**src/rtl/apb_mst_pkg.sv**
```systemverilog
// Shared types for the APB read/write/read-modify-write master.
// Latency: n/a (types only).
// Backpressure: n/a (types only).
package apb_mst_pkg;

  // Bus sequencing state
  typedef enum logic [1:0] {
    IDLE   = 2'd0,
    SETUP  = 2'd1,
    ACCESS = 2'd2
  } state_t;

  // Command opcodes as presented on cmd_op
  typedef enum logic [1:0] {
    OP_NOP   = 2'b00,
    OP_READ  = 2'b01,
    OP_WRITE = 2'b10,
    OP_RMW   = 2'b11
  } op_t;

  // Which half of a read-modify-write is on the bus
  typedef enum logic {
    PH_READ  = 1'b0,
    PH_WRITE = 1'b1
  } rmw_phase_t;

endpackage

```
**src/rtl/apb_mst_tmo_cnt.sv**
```systemverilog
// ACCESS-phase timeout counter: flags expiry on the CYC-th consecutive stalled cycle.
// Latency: expire is combinational from the count and en, same cycle.
// Backpressure: none; holds its count while en is low, clr wins over en.
module apb_mst_tmo_cnt #(
  parameter int CYC = 16
) (
  input  logic clk,
  input  logic rst,
  input  logic clr,
  input  logic en,
  output logic expire
);

  localparam int W = (CYC < 2) ? 1 : $clog2(CYC);
  localparam logic [W-1:0] LAST = W'(CYC - 1);

  logic [W-1:0] cnt;

  // Count stalled ACCESS cycles; restart whenever a new SETUP begins
  always_ff @(posedge clk or negedge rst) begin
    if (!rst) begin
      cnt <= '0;
    end else if (clr) begin
      cnt <= '0;
    end else if (en && !expire) begin
      cnt <= cnt + W'(1);
    end
  end

  assign expire = en && (cnt == LAST);

endmodule

```
**src/rtl/apb_rmw_mst.sv**
```systemverilog
// APB master for READ / WRITE / RMW_INC commands; optional ACCESS timeout under APB_MST_TIMEOUT_EN.
// Latency: accept T -> rsp T+3 (RMW_INC T+5), plus one per pready wait cycle; NOP rsp at T+1.
// Backpressure: cmd_ready only in IDLE, so one command in flight; pready stalls ACCESS.
module apb_rmw_mst
  import apb_mst_pkg::*;
#(
  parameter int ADDR_W      = 32,
  parameter int DATA_W      = 32,
  parameter int INC_VAL     = 1,
  parameter int TIMEOUT_CYC = 16
) (
  input  logic              clk,
  input  logic              rst,
  input  logic              cmd_valid,
  output logic              cmd_ready,
  input  logic [1:0]        cmd_op,
  input  logic [ADDR_W-1:0] cmd_addr,
  input  logic [DATA_W-1:0] cmd_wdata,
  output logic              psel,
  output logic              penable,
  output logic [ADDR_W-1:0] paddr,
  output logic              pwrite,
  output logic [DATA_W-1:0] pwdata,
  input  logic              pready,
  input  logic [DATA_W-1:0] prdata,
  input  logic              pslverr,
  output logic              rsp_valid,
  output logic [DATA_W-1:0] rsp_rdata,
  output logic              rsp_err
);

  localparam logic [DATA_W-1:0] INC_D = DATA_W'(INC_VAL);

  state_t      state;
  op_t         op_q;
  rmw_phase_t  phase;
  logic [DATA_W-1:0] orig_q;
  logic        tmo_expire;

  assign cmd_ready = (state == IDLE);

`ifdef APB_MST_TIMEOUT_EN
  apb_mst_tmo_cnt #(
    .CYC (TIMEOUT_CYC)
  ) u_tmo (
    .clk    (clk),
    .rst    (rst),
    .clr    (state == SETUP),
    .en     ((state == ACCESS) && !pready),
    .expire (tmo_expire)
  );
`else
  // Without the timeout ACCESS waits on pready for as long as it takes
  logic unused_tmo_cyc;
  assign unused_tmo_cyc = (TIMEOUT_CYC != 0);
  assign tmo_expire     = 1'b0;
`endif

  // Command capture, APB sequencing and single-cycle response generation
  always_ff @(posedge clk or negedge rst) begin
    if (!rst) begin
      state     <= IDLE;
      op_q      <= OP_NOP;
      phase     <= PH_READ;
      orig_q    <= '0;
      psel      <= 1'b0;
      penable   <= 1'b0;
      paddr     <= '0;
      pwrite    <= 1'b0;
      pwdata    <= '0;
      rsp_valid <= 1'b0;
      rsp_rdata <= '0;
      rsp_err   <= 1'b0;
    end else begin
      rsp_valid <= 1'b0;
      rsp_err   <= 1'b0;
      case (state)
        IDLE: begin
          if (cmd_valid) begin
            op_q <= op_t'(cmd_op);
            if (op_t'(cmd_op) == OP_NOP) begin
              // Illegal op: answer immediately, never touch the bus
              rsp_valid <= 1'b1;
              rsp_err   <= 1'b1;
              rsp_rdata <= '0;
            end else begin
              state   <= SETUP;
              psel    <= 1'b1;
              penable <= 1'b0;
              paddr   <= cmd_addr;
              pwrite  <= (op_t'(cmd_op) == OP_WRITE);
              pwdata  <= (op_t'(cmd_op) == OP_WRITE) ? cmd_wdata : '0;
              phase   <= PH_READ;
            end
          end
        end
        SETUP: begin
          state   <= ACCESS;
          penable <= 1'b1;
        end
        ACCESS: begin
          if (pready) begin
            if (op_q == OP_RMW && phase == PH_READ && !pslverr) begin
              // Turn the read around into the incremented write-back
              state   <= SETUP;
              penable <= 1'b0;
              pwrite  <= 1'b1;
              pwdata  <= prdata + INC_D;
              orig_q  <= prdata;
              phase   <= PH_WRITE;
            end else begin
              state     <= IDLE;
              psel      <= 1'b0;
              penable   <= 1'b0;
              rsp_valid <= 1'b1;
              rsp_err   <= pslverr;
              if (op_q == OP_WRITE)
                rsp_rdata <= '0;
              else if (op_q == OP_RMW && phase == PH_WRITE)
                rsp_rdata <= orig_q;
              else
                rsp_rdata <= prdata;
            end
          end else if (tmo_expire) begin
            // Slave never answered: abandon the transfer and report an error
            state     <= IDLE;
            psel      <= 1'b0;
            penable   <= 1'b0;
            rsp_valid <= 1'b1;
            rsp_err   <= 1'b1;
            rsp_rdata <= '0;
          end
        end
        default: begin
          state   <= IDLE;
          psel    <= 1'b0;
          penable <= 1'b0;
        end
      endcase
    end
  end

endmodule

```
**config.mk**
```make
export PLATFORM = sky130hd
export DESIGN_NAME = apb_rmw_mst
export DESIGN_NICKNAME = d
export VERILOG_FILES = /design/src/rtl/apb_mst_pkg.sv /design/src/rtl/apb_mst_tmo_cnt.sv /design/src/rtl/apb_rmw_mst.sv
export SDC_FILE = /design/constraint.sdc
export NUM_CORES = 1
export LEC_CHECK = 0
export ABC_AREA = 1
export CAP_MARGIN = 20
export CORE_MARGIN = 8
export CORE_UTILIZATION = 45
export CTS_BUF_LIST = sky130_fd_sc_hd__clkbuf_8
export CTS_CLUSTER_DIAMETER = 80
export DETAILED_ROUTE_END_ITERATION = 8
export PLACE_DENSITY = 0.77
export SLEW_MARGIN = 5
export SYNTH_ARGS = -nofsm -noshare
export SYNTH_HDL_FRONTEND = slang
export SYNTH_HIERARCHICAL = 1
export SYNTH_SLANG_ARGS = --single-unit
export TNS_END_PERCENT = 100
```
**constraint.sdc**
```tcl
create_clock -name clk -period 1.7 [get_ports clk]
set_input_delay 0.255 -clock clk [delete_from_list [all_inputs] [get_ports clk]]
set_output_delay 0.255 -clock clk [all_outputs]
set_load 0.05 [all_outputs]
```
==> impl_metrics.csv <==
group,metric,value,unit
power_and_ir_drop,p_switching,0.008907,W
route,drt_iter0_markers,559,
floorplanning,core_area,15200,um^2
setup_path,path_class,"flop to flop",
layout,areaGrowthSynthToFinish,46.05,%
clocking,clock_latency,0.46,ns
flow_run,drv_cap,0,
route,wl_met2,10400,um
layout,layout_common_cells,"nand2_1 (410), buf_4 (189), dfrtp_1 (135), clkdlybuf4s50_1 (100), nand3_1 (74)",
timing,finalCritPeriodShare,0.9841,
route,wire_per_inst,15.94,um
clocking,clockRootBuffer,"clkbuf_8",
logic_synthesis,ys_types,31,
timing,setup_violations,0,
setup_path,setup.worst_path.end,"orig_q[28]",
route,wl_met3,1954,um
floorplanning,initial_core_util,0.4613,
layout,multi_input_area,3082,um^2
floorplanning,die_w,140.8,um
route,met1_length,9704,um
route,topRoutingLayerUsed,"met4",
clocking,numClockSinks,137,
timing,drv_slew,0,
logic_synthesis,syn_inst,932,
placement,dp_hpwl,16380,um
setup_path,rr_worst_depth,11,
setup_path,critPathLaunch,"state[0]",
layout,nNetsFinal,1319,
global_route,grt_max_degree,51,
setup_path,crit_required,2.07,ns
clocking,cts_buffers,17,
clocking,cts_tree,"done",
placement,io_buffers,204,
logic_synthesis,yosysTopAreaCellShare,0.4888,
timing,worstMarginPinSlew,0.3958,ns
setup_path,timing.rr.end,"orig_q[28]",
route,vias,7105,
logic_synthesis,synth_area_per_cell,7.525,um^2
power_and_ir_drop,p_sw_frac,0.4878,
route,drt_wl_total,22560,um
setup_path,critPathCaptureType,"flop",
global_route,grt_pass1_wl,35710,um
logic_synthesis,synth-seq-cells,137,
floorplanning,fp.dieArea,19830,um^2
timing,fin_skew,0.006315,ns
floorplanning,io_pins,205,
worst_hold_path,worst_hold_path_type,"input port to flop",
clocking,cts_buffer_depth,2,
layout,fillers,1243,
timing,fmax,0.5977,GHz
placement,place.gp.congestion,0.8980,
logic_synthesis,seq_area_frac_synth,0.4888,
clocking,htreeDepth,4,
logic_synthesis,synth_area_leaders,"dfrtp_1 (49%), nand2_1 (22%), nand3_1 (5.3%), o2111ai_1 (4.0%), inv_1 (3.7%)",
placement,place_inst,1375,
status,status,"complete, no violations",
floorplanning,die_y,140.8,um
route,postRouteAntennaNets,0,
timing,timing.slew.headroom,0.7361,
layout,regArea,3431,um^2
timing,setup_ws,0.02695,ns
setup_path,r2r-start,"state[0]",
route,firstDrtPassIters,5,
logic_synthesis,synthesis.nets,1036,
power_and_ir_drop,intPower,0.009353,W
global_route,grt_pass1_vias,6837,
timing,finalHoldViolations,0,
clocking,clk_pin_slew_worst_paths,0.08,ns
global_route,overflow,0,
placement,post-place-ws,-0.4296,ns
power_and_ir_drop,ir_drop,0.001264,V
global_route,track_usage,0.2251,
global_route,antenna_found_initial,0,
logic_synthesis,synth_area,7013,um^2
logic_synthesis,synth_top_area_cell,"dfrtp_1",
setup_path,cp_max_fo,12,
layout,final_common_cell,"nand2_1",
timing,fin_crit,1.673,ns
route,drcViolationCount,0,
logic_synthesis,yosysWarnings,6,
layout,drive_above_1_share,0.2217,
setup_path,start_kind,"flop",
power_and_ir_drop,power_frac_seq,0.299,
power_and_ir_drop,clkPwrFrac,0.157,
power_and_ir_drop,power-per-cell-area,1783,nW/um^2
layout,fin_util,0.6737,
route,via_per_inst,5.018,
setup_path,arrival,2.04,ns
floorplanning,num_rows,45,
setup_path,regToRegSetupSlack,0.03,ns
layout,final_cells,1416,
power_and_ir_drop,power_leakage,5.227,nW
power_and_ir_drop,comb_power_share,0.543,
cells in the mapped netlist, drive strengths merged:
library cell,instances
nand2,418
dfrtp,137
inv,77
nand3,75
nor2,54
o21ai,51
buf,33
o2111ai,32
a21oi,25
clkbuf,13
nand3b,4
nor3,3
xnor2,2
xor2,2
a31oi,1
ha,1
nand4,1
o211ai,1
o22ai,1
or2,1
per-layer routing:
| layer | GRT usage | vias up |
|---|---|---|
| met3 | 0.07461 | 35 |
| li1 | - | 3545 |
| met2 | 0.3434 | 244 |
| met1 | 0.2934 | 3281 |
| met5 | 0 | - |
| met4 | 0.07919 | 0 |
worst max-delay path, cell delays in order, from the launching register on:
cell and delay [ns]:
dfrtp_2 0.44, inv_2 0.08, nand2_4 0.09, inv_4 0.05, nand2_2 0.07, nand3_2 0.10
buf_4 0.15, nor2_4 0.18, buf_6 0.14, buf_12 0.12, nand2_1 0.05, o21ai_0 0.09
registers in the layout, summed over array words and instances (netlist names):
signal and cells:
psel 1, phase 1, paddr 32, rsp_valid 1
rsp_err 1, pwrite 1, penable 1, orig_q 32
rsp_rdata 32, state 1, pwdata 32, op_q 2
how the worst min path moves through the flow:
stage                     startpoint   endpoint  slack, ns  depth (start not counted)
after floorplan                  rst    op_q[0]      -0.04                          0
after global placement           rst   paddr[6]       0.12                          1
after detailed placement         rst   paddr[6]       0.12                          1
after CTS                        rst   paddr[0]       0.18                          2
after global routing       prdata[0]  orig_q[0]       0.18                          3
final                      prdata[0]  orig_q[0]       0.16                          3
power by group through the flow:
| stage | logic, W | clock network [W] | registers (W) |
|---|---|---|---|
| 2_1_floorplan | 0.00292 | 0 | 0.00894 |
| 3_3_place_gp | 0.00970 | 0 | 0.00545 |
| 3_5_place_dp | 0.00981 | 0 | 0.00548 |
| 4_1_cts | 0.00985 | 0.00292 | 0.00546 |
| 5_1_grt | 0.0106 | 0.00307 | 0.00561 |
| 6_report | 0.00992 | 0.00287 | 0.00546 |
stage by stage:
| stage | hold WS [ns] | power (W) | setup TNS (ns) | instance area [um^2] |
|---|---|---|---|---|
| 6_report | 0.1605 | 0.01826 | 0 | 10240 |
| 5_1_grt | 0.1822 | 0.01928 | -0.08032 | 10240 |
| 4_1_cts | 0.1835 | 0.01823 | 0 | 10090 |
| 3_5_place_dp | 0.1205 | 0.01529 | -8.543 | 9656 |
| 3_3_place_gp | 0.1200 | 0.01515 | -6.653 | 9656 |
| 2_1_floorplan | -0.04059 | 0.01186 | 0 | 7027 |
logic make-up (layout without fill, tap and decap cells):
kind of cell / count (synthesis) / count (layout) / synth area share
AO/OA/AOI/OAI: 111 / 111 / 0.09706
XOR/XNOR: 4 / 4 / 0.004996
adder cells (fa/ha/maj): 1 / 1 / 0.001784
buffers and inverters: 123 / 418 / 0.07957
flip-flops: 137 / 137 / 0.4888
other: 0 / 1 / 0
AND/OR/NAND/NOR: 556 / 556 / 0.3277
area by class of cell:
class	count	area share
repair buffers	310	0.2714
well taps	188	0.02297
multi-input cells	672	0.3009
inverters	77	0.02846
clock buffers	20	0.02688
diodes	1	0.0002443
clock inverters	11	0.01417
flip-flops and latches	137	0.3350
what timing repair did:
action | in CTS | in global routing
buffers inserted | 0 | 5
gates cloned | 0 | 3
hold buffers | 1 | 0
gates resized for setup | 1 | 15
pin swaps | 0 | 0
hold endpoints to repair | 137 | 0
endpoints found under the setup margin | 4 | 41
Power figures use the tool's default switching activity.
